File: src/rtl/keypad_emulator.sv
// rtl/keypad_emulator.sv - 4x4 matrix keypad emulator replaying queued key codes as timed presses
//
// Plays the switch side of a row-strobe/column-sense keypad. Key codes pushed on
// key_valid/key_ready are queued and replayed one at a time. Each key is held for
// PRESS_CYCLES and then released for GAP_CYCLES. While a key is held, its column
// line follows its (synchronised) row strobe.
//
// Optional feature macro: KEYPAD_EMU_BOUNCE_EN
//   When defined, an 8-bit LFSR makes the contact chatter for the first
//   BOUNCE_CYCLES cycles of every press and every release.
//
// Ports:
//   clk        system clock
//   reset      asynchronous, active-high reset
//   key_valid  key_code is valid
//   key_code   hex key to press (0x0-0xF)
//   key_ready  queue can accept a code (not full)
//   row        row strobes from the scanner, active-high, asynchronous to clk
//   col        column sense lines, active-high, registered
//   busy       queue non-empty or a key still in progress
//   done       one-cycle pulse in the last cycle of each key's release gap
module keypad_emulator #(
  parameter logic [23:0] PRESS_CYCLES  = 24'd1_200_000,
  parameter logic [23:0] GAP_CYCLES    = 24'd600_000,
  parameter int          FIFO_DEPTH    = 4,
  parameter logic [15:0] BOUNCE_CYCLES = 16'd2400
) (
  input  logic       clk,
  input  logic       reset,
  input  logic       key_valid,
  input  logic [3:0] key_code,
  output logic       key_ready,
  input  logic [3:0] row,
  output logic [3:0] col,
  output logic       busy,
  output logic       done
);

  localparam int            AW         = $clog2(FIFO_DEPTH);
  localparam logic [AW:0]   FULL_COUNT = (AW + 1)'(FIFO_DEPTH);

  typedef enum logic [1:0] {
    IDLE  = 2'd0,
    PRESS = 2'd1,
    GAP   = 2'd2
  } state_t;

  state_t      state_q, state_d;
  logic [23:0] counter_q, counter_d;
  logic [1:0]  key_row_q, key_row_d;
  logic [1:0]  key_col_q, key_col_d;
  logic        contact_clean;
  logic        contact;

  // Key-code queue
  logic [3:0]    fifo_mem [FIFO_DEPTH];
  logic [AW-1:0] wr_ptr, rd_ptr;
  logic [AW:0]   fifo_count;
  logic          fifo_full, fifo_empty, push, pop;
  logic [3:0]    head_code;
  logic [3:0]    head_pos;

  assign fifo_full  = (fifo_count == FULL_COUNT);
  assign fifo_empty = (fifo_count == '0);
  assign key_ready  = ~fifo_full;
  // A full queue refuses the push even when a pop frees a slot this same cycle.
  assign push       = key_valid && !fifo_full;
  assign pop        = (state_q == IDLE) && !fifo_empty;
  assign head_code  = fifo_mem[rd_ptr];

  always_ff @(posedge clk) begin
    if (push) begin
      fifo_mem[wr_ptr] <= key_code;
    end
  end

  always_ff @(posedge clk or posedge reset) begin
    if (reset) begin
      wr_ptr     <= '0;
      rd_ptr     <= '0;
      fifo_count <= '0;
    end else begin
      if (push) wr_ptr <= wr_ptr + AW'(1);
      if (pop)  rd_ptr <= rd_ptr + AW'(1);
      case ({push, pop})
        2'b10:   fifo_count <= fifo_count + (AW + 1)'(1);
        2'b01:   fifo_count <= fifo_count - (AW + 1)'(1);
        default: fifo_count <= fifo_count;
      endcase
    end
  end

  // Keypad layout: returns {row, col} of the switch that a code closes.
  function automatic logic [3:0] key_position(input logic [3:0] code);
    case (code)
      4'h1: key_position = {2'd0, 2'd0};
      4'h2: key_position = {2'd0, 2'd1};
      4'h3: key_position = {2'd0, 2'd2};
      4'hC: key_position = {2'd0, 2'd3};
      4'h4: key_position = {2'd1, 2'd0};
      4'h5: key_position = {2'd1, 2'd1};
      4'h6: key_position = {2'd1, 2'd2};
      4'hD: key_position = {2'd1, 2'd3};
      4'h7: key_position = {2'd2, 2'd0};
      4'h8: key_position = {2'd2, 2'd1};
      4'h9: key_position = {2'd2, 2'd2};
      4'hE: key_position = {2'd2, 2'd3};
      4'hA: key_position = {2'd3, 2'd0};
      4'h0: key_position = {2'd3, 2'd1};
      4'hB: key_position = {2'd3, 2'd2};
      4'hF: key_position = {2'd3, 2'd3};
    endcase
  endfunction

  assign head_pos = key_position(head_code);

  // FSM state register
  always_ff @(posedge clk or posedge reset) begin
    if (reset) begin
      state_q   <= IDLE;
      counter_q <= 24'd0;
      key_row_q <= 2'd0;
      key_col_q <= 2'd0;
    end else begin
      state_q   <= state_d;
      counter_q <= counter_d;
      key_row_q <= key_row_d;
      key_col_q <= key_col_d;
    end
  end

  // FSM next state and outputs; done is decoded from the last GAP cycle so that
  // busy falls on the cycle right after it.
  always_comb begin
    state_d       = state_q;
    counter_d     = counter_q;
    key_row_d     = key_row_q;
    key_col_d     = key_col_q;
    contact_clean = 1'b0;
    done          = 1'b0;
    case (state_q)
      IDLE: begin
        if (!fifo_empty) begin
          key_row_d = head_pos[3:2];
          key_col_d = head_pos[1:0];
          counter_d = PRESS_CYCLES - 24'd1;
          state_d   = PRESS;
        end
      end
      PRESS: begin
        contact_clean = 1'b1;
        if (counter_q == 24'd0) begin
          counter_d = GAP_CYCLES - 24'd1;
          state_d   = GAP;
        end else begin
          counter_d = counter_q - 24'd1;
        end
      end
      GAP: begin
        if (counter_q == 24'd0) begin
          done    = 1'b1;
          state_d = IDLE;
        end else begin
          counter_d = counter_q - 24'd1;
        end
      end
      default: begin
        state_d = IDLE;
      end
    endcase
  end

`ifdef KEYPAD_EMU_BOUNCE_EN
  // Contact chatter: during the opening window of PRESS and GAP the contact
  // follows lfsr[0]; elapsed cycles are recovered from the down-counter.
  logic [7:0]  lfsr_q;
  logic [23:0] press_elapsed, gap_elapsed;
  logic        in_window;

  always_ff @(posedge clk or posedge reset) begin
    if (reset) begin
      lfsr_q <= 8'hA5;
    end else begin
      lfsr_q <= {lfsr_q[6:0], lfsr_q[7] ^ lfsr_q[5] ^ lfsr_q[4] ^ lfsr_q[3]};
    end
  end

  assign press_elapsed = PRESS_CYCLES - 24'd1 - counter_q;
  assign gap_elapsed   = GAP_CYCLES - 24'd1 - counter_q;
  assign in_window     = ((state_q == PRESS) && (press_elapsed < {8'd0, BOUNCE_CYCLES})) ||
                         ((state_q == GAP)   && (gap_elapsed   < {8'd0, BOUNCE_CYCLES}));
  assign contact       = in_window ? lfsr_q[0] : contact_clean;
`else
  assign contact = contact_clean;
`endif

  // Row strobes arrive from another clock domain; two flops before use.
  logic [3:0] row_meta, row_s;

  always_ff @(posedge clk or posedge reset) begin
    if (reset) begin
      row_meta <= 4'b0000;
      row_s    <= 4'b0000;
    end else begin
      row_meta <= row;
      row_s    <= row_meta;
    end
  end

  // Only the held key's column can ever be driven, so at most one col bit is set.
  always_ff @(posedge clk or posedge reset) begin
    if (reset) begin
      col <= 4'b0000;
    end else if (contact && row_s[key_row_q]) begin
      col <= 4'b0001 << key_col_q;
    end else begin
      col <= 4'b0000;
    end
  end

  assign busy = !fifo_empty || (state_q != IDLE);

endmodule

File: config.mk
export PLATFORM = sky130hd
export DESIGN_NAME = keypad_emulator
export DESIGN_NICKNAME = d
export VERILOG_FILES = /design/src/rtl/keypad_emulator.sv
export SDC_FILE = /design/constraint.sdc
export NUM_CORES = 1
export LEC_CHECK = 0
export CORE_MARGIN = 5
export CORE_UTILIZATION = 45
export CTS_CLUSTER_DIAMETER = 120
export DETAILED_ROUTE_END_ITERATION = 12
export PLACE_DENSITY = 0.59
export RECOVER_POWER = 100
export SLEW_MARGIN = 5
export SYNTH_ARGS = -nofsm -noshare
export SYNTH_HDL_FRONTEND = slang
export SYNTH_SLANG_ARGS = --single-unit
File: constraint.sdc
create_clock -name clk -period 6.93 [get_ports clk]
set_input_delay 1.0395 -clock clk [delete_from_list [all_inputs] [get_ports clk]]
set_output_delay 1.0395 -clock clk [all_outputs]
set_load 0.05 [all_outputs]
==> reports/results.tsv, run 1 <==
metric	value	unit
largest family of logic cells by synthesized area	simple AND/OR/NAND/NOR gates	
Die Width	95.8	um
Yosys reg bits	65	
min Tclk post-route	3.95	ns
Placer Congestion	0.881	
synth cell count leaders	dfrtp_1, nand2_1, a21oi_1	
H-tree lvl count	3	
Worst EP arrival	2.91	ns
area grow syn2layout	13.3	%
slew margin rel.	-0.657	
CP Launch Type	flip-flop	
Post-Syn Instances	317	
DRT Pass-1 Iters	4	
syn_nets	339	
layout cells sized above 1	0.0831	
final core utilization	0.520	
share of the synthesized area in the top cell type	0.370	
mapped cell area	3310	sq um
status	finished with violations	
part of the power in registers	0.509	
Peak VDD IR	119	uV
die area	9180	sq um
fin crit share	0.570	
Final ANT Viol Nets	0	
Simple-Gate Fraction of Synth Area	0.188	
Gate power share	0.131	
vias	2447	
crit path kind	flip-flop to output port	
top area cells in the synthesized netlist	dfrtp_1, edfxtp_1, ha_1	
switching part of the total power	0.273	
Slew Viols, Final	73	
detailed placement HPWL	4800	um
Clock Skews	0.0100	ns
mux cell area share after synthesis	0.0461	
sequential share of the synthesized area	0.515	
port buffer count	17	
Final Hold Vio Count	0	
P_leak	1.54	nW
Int Pwr	0.000643	W
grt total ovfl	0	
Longest Clk Path Bufs	2	
top cell type by total area after synthesis	dfrtp_1	
R2R Setup Slk	3.25	ns
Num CTS Buffers	9	
R2R cell count	4	
post-synthesis compound-gate area fraction	0.153	
post-synthesis xor/xnor area fraction	0.0185	
insertion delay to the later sink of the worst-skew pair	0.35	ns
global-route wire length before repair	11300	um
Post-Synth Adder-Cell Area	0.0438	
Syn Area/Cell	10.4	sq um
clock power share	0.360	
Ports	18	
WL/cell	15.6	um
Post-Route WL	6820	um
CTS sink count	65	
largest net degree at the start of global routing	50	
number of synthesized flops with an enable pin	16	
max cap viols	2	
ys flop type	dfrtp_1	
library cells used by synthesis	52	
Setup Total Neg Slack	0	ns
Initial Utilization	0.459	
WHS Endpoint	row_s[1]$_DFF_PP0_	
vias in the first global route	2291	
CTS tree	built	
Fmax achieved	253	MHz
worst slew pin tran	2.46	ns
post-CTS resize count	0	
DRT iter0 DRCs	129	
Async S/R FF share, synth	0.754	
clk slew on worst S/H paths	0.07	ns
hold buffer count at CTS	0	
switching power	0.000241	W
final setup vio count	0	
Crit Path Max Fanout	8	
failing checks	max-capacitance violations, max-slew violations	
DRC	0	
Worst Hold Depth	0	
reg-to-reg endpoint	counter_q[1]$_DFFE_PP0P_	
postcts setup bufs	0	
GRT Resource Usage Total	0.162	
CP Capture Type	output port	
initial antenna violation count	0	
Rows	31	
unrepaired setup endpoints after global routing	no	
most frequent cell after synthesis	dfrtp_1	
core footprint	7210	sq um
final hold slack	0.351	ns
worst hold path class	flip-flop to flip-flop	
Worst R2R Start	counter_q[2]$_DFFE_PP0P_	
pwr/cell area	236	nW/um^2
nets	354	
Die Height	95.8	um
Worst Min Path Start	row_meta[1]$_DFF_PP0_	
Antenna diodes	0	
Syn. warnings	0	
via density per instance	5.61	
Root Driver	clkbuf_8	
Worst EP required	5.89	ns
sequential cells by signal, indices dropped and copies added, names as in the netlist, 3 cells and up:
signal,cells
counter_q,24
fifo_count,3
row_meta,4
fifo_mem,16
row_s,4
col,4
cells by family (layout without fill, tap and decap cells):
group | Yosys count | after routing
and+or+nand+nor | 117 | 117
xor gates and xnor gates | 7 | 7
adders and majority gates | 11 | 11
muxes | 9 | 9
buffers and inverters | 31 | 51
AOI/OAI and AO/OA | 77 | 77
DFF | 65 | 65
per-layer routing:
metal  vias up  global-route usage  part of all wire
met5         -                   0                 0
met4         0              0.0711             0.012
met3         7              0.0414             0.044
met2        51               0.235              0.45
met1      1181               0.230              0.50
li1       1208                   -                 -
critical path: stages (launching register included):
cell and delay, ns:
dfrtp_1 0.46, nor4_1 0.59, and4_1 0.42, and3_1 0.21, dlygate4sd3_1 0.89
layout by cell type (no fill, tap or decap), types with 4 or more instances in the layout:
cell type,netlist,final
a21oi_1,19,19
a31oi_1,6,6
and3_1,6,6
clkbuf_8,0,9
dfrtp_1,49,49
dlygate4sd3_1,0,17
edfxtp_1,16,16
ha_1,10,10
inv_1,17,17
mux2i_1,4,4
mux4_2,5,5
nand2_1,29,29
nand3_1,13,13
nand4_1,5,5
nor2_1,16,16
nor2b_1,4,4
nor3_1,11,11
nor3b_1,4,4
nor4_1,5,5
o21ai_0,18,18
o22a_1,5,5
o31ai_1,4,4
or2_2,4,4
or3_1,6,6
or4_1,4,4
xnor2_1,4,4
area by class of cell:
cell class	instances	area, sq um
multi-input combinational	221	1490
clock inverter	7	71.3
timing repair buffer	18	174
sequential	65	1710
inverter	17	63.8
fill	669	3460
tap	99	124
clock buffer	9	124
through the flow:
stage | worst slack, ns | cells | instance area, sq um | power [W]
floorplan | 4.08 | 317 | 3310 | 0.000543
global placement | 3.47 | 420 | 3560 | 0.000576
detailed placement | 3.46 | 420 | 3560 | 0.000579
CTS | 3.07 | 436 | 3760 | 0.000897
global route | 2.84 | 436 | 3750 | 0.000932
finish | 2.98 | 436 | 3750 | 0.000884
power by group through the flow:
stage	Combinational [W]	Clock, W	Sequential (W)
2_1_floorplan	0.0000902	0	0.000453
3_3_place_gp	0.000119	0	0.000457
3_5_place_dp	0.000120	0	0.000459
4_1_cts	0.000122	0.000324	0.000451
5_1_grt	0.000135	0.000342	0.000455
6_report	0.000116	0.000318	0.000450
worst max-delay path by stage:
stage / start / end / slack (ns) / cells past startpoint
2_1_floorplan: counter_q[2]$_DFFE_PP0P_ / done / 4.08 / 4
3_3_place_gp: counter_q[2]$_DFFE_PP0P_ / done / 3.47 / 4
3_5_place_dp: counter_q[2]$_DFFE_PP0P_ / done / 3.46 / 4
4_1_cts: counter_q[2]$_DFFE_PP0P_ / done / 3.07 / 4
5_1_grt: counter_q[2]$_DFFE_PP0P_ / done / 2.84 / 4
6_report: counter_q[2]$_DFFE_PP0P_ / done / 2.98 / 4
Note: power is estimated with default switching activity, not from simulation.
==> run 2: changes to the inputs <==
==> constraint.sdc (replaced) <==
create_clock -name clk -period 3.89 [get_ports clk]
set_input_delay 0.5835 -clock clk [delete_from_list [all_inputs] [get_ports clk]]
set_output_delay 0.5835 -clock clk [all_outputs]
set_load 0.05 [all_outputs]
==> run 2 against run 1 <==
  * The run still ends with max-capacitance violations, max-slew violations left
  * Count of clock-buffer cells in the layout unchanged
  * Wire length down 0.28%
  * Utilization down 0.10 points
  * Clock power up 76%
  * Non-clock buffer count unchanged
  * Sequential power up 78%
  * Design area down 0.20%
  * Clock skew up 0.0024 ns
  * Die area unchanged
  * Combinational power up 78%
  * Cell count unchanged
  * Worst setup slack worse by 2.6 ns
  * Critical endpoint unchanged
==> reports/results.tsv, run 2 (same netlist as run 1, synthesis figures left out) <==
metric	value	unit
largest net degree at the start of global routing	50	
DRT Pass-1 Iters	4	
final setup vio count	0	
slew margin rel.	-0.233	
H-tree lvl count	3	
Num CTS Buffers	9	
fin crit share	0.893	
pwr/cell area	419	nW/um^2
postcts setup bufs	0	
Clock Skews	0.0124	ns
CTS sink count	65	
Post-Route WL	6800	um
Final ANT Viol Nets	0	
detailed placement HPWL	4810	um
WL/cell	15.6	um
Worst EP required	3.31	ns
Longest Clk Path Bufs	2	
worst slew pin tran	1.85	ns
Root Driver	clkbuf_8	
Ports	18	
Antenna diodes	0	
CP Launch Type	flip-flop	
GRT Resource Usage Total	0.163	
min Tclk post-route	3.47	ns
Largest register FFs	24	
Fmax achieved	288	MHz
P_leak	1.53	nW
commonest non-fill, non-tap cell in the layout	dfrtp_1	
Peak VDD IR	251	uV
CTS tree	built	
vias	2466	
Worst EP arrival	2.89	ns
nets	354	
Die Width	95.8	um
post-CTS resize count	0	
Placer Congestion	0.881	
vias in the first global route	2318	
Rows	31	
Initial Utilization	0.459	
clk slew on worst S/H paths	0.07	ns
Die Height	95.8	um
CP Capture Type	output port	
DRT iter0 DRCs	85	
Setup Total Neg Slack	0	ns
port buffer count	17	
Slew Viols, Final	73	
most frequent cells in the layout	dfrtp_1, nand2_1, a21oi_1	
post-route non-filler standard cell count	436	
Regs by FF count	counter_q: 24 flops, fifo_mem: 16 flops	
unrepaired setup endpoints after global routing	no	
global-route wire length before repair	11400	um
worst hold path class	flip-flop to flip-flop	
failing checks	max-capacitance violations, max-slew violations	
Fill cells	673	
max cap viols	2	
die area	9180	sq um
Largest Register	counter_q	
hold buffer count at CTS	0	
layout cells sized above 1	0.0772	
via density per instance	5.66	
placed instance count	420	
Final Hold Vio Count	0	
grt total ovfl	0	
DRC	0	
core footprint	7210	sq um
Crit Path Max Fanout	8	
crit path kind	flip-flop to output port	
initial antenna violation count	0	
R2R Setup Slk	0.91	ns
area grow syn2layout	13.1	%
status	finished with violations	
insertion delay to the later sink of the worst-skew pair	0.35	ns
[run 2: cell count changes in the layout (fill, tap and decap cells not counted)]
cell,delta
or4_1,+2
or4_4,-2
o21ai_0,-1
o21ai_1,+1
o311ai_0,+1
o311ai_1,-1
[run 2: cell type report]
class                   count  area, sq um  area share
clock buffers               9          124      0.0331
repair buffers             18          174      0.0464
clock inverters             7         71.3      0.0190
well taps                  99          124      0.0331
flip-flops and latches     65         1710       0.456
multi-input cells         221         1480       0.396
inverters                  17         63.8      0.0170
[run 2: per-layer routing]
layer,GRT usage,wire length [um],vias up
li1,-,-,1204
met1,0.233,3340,1207
met2,0.234,3030,46
met3,0.0485,339,9
met4,0.0616,91,0
met5,0,0,-
[run 2: path summary, 6_finish.rpt]
| path | from | endpoint | depth (start not counted) |
|---|---|---|---|
| max | counter_q[2]$_DFFE_PP0P_ | done | 4 |
| min | row_meta[0]$_DFF_PP0_ | row_s[0]$_DFF_PP0_ | 0 |
| max in group asynchronous | reset | fifo_count[2]$_DFFE_PP0P_ | 2 |
| min in group asynchronous | reset | counter_q[21]$_DFFE_PP0P_ | 2 |
| max reg2reg | counter_q[2]$_DFFE_PP0P_ | counter_q[6]$_DFFE_PP0P_ | 5 |
| min reg2reg | row_meta[0]$_DFF_PP0_ | row_s[0]$_DFF_PP0_ | 0 |
[run 2: through the flow]
stage	total power (W)	util	worst slack, ns	hold WS, ns	instance area, sq um
global route	0.00166	0.519	0.286	0.356	3740
CTS	0.00159	0.521	0.490	0.352	3760
detailed placement	0.00103	0.494	0.875	0.337	3560
global placement	0.00103	0.494	0.887	0.335	3560
floorplan	0.000967	-	1.29	0.331	3310
finish	0.00157	0.519	0.415	0.352	3740
[run 2: critical path, cell delays in order (launching register included)]
cell	delay, ns
dfrtp_1	0.45
nor4_1	0.58
and4_1	0.42
and3_1	0.21
dlygate4sd3_1	0.89
[run 2: power by group]
part / internal, W / switching (W)
clock network: 0.000294 / 0.000267
registers: 0.000768 / 0.0000340
logic: 0.0000828 / 0.000123
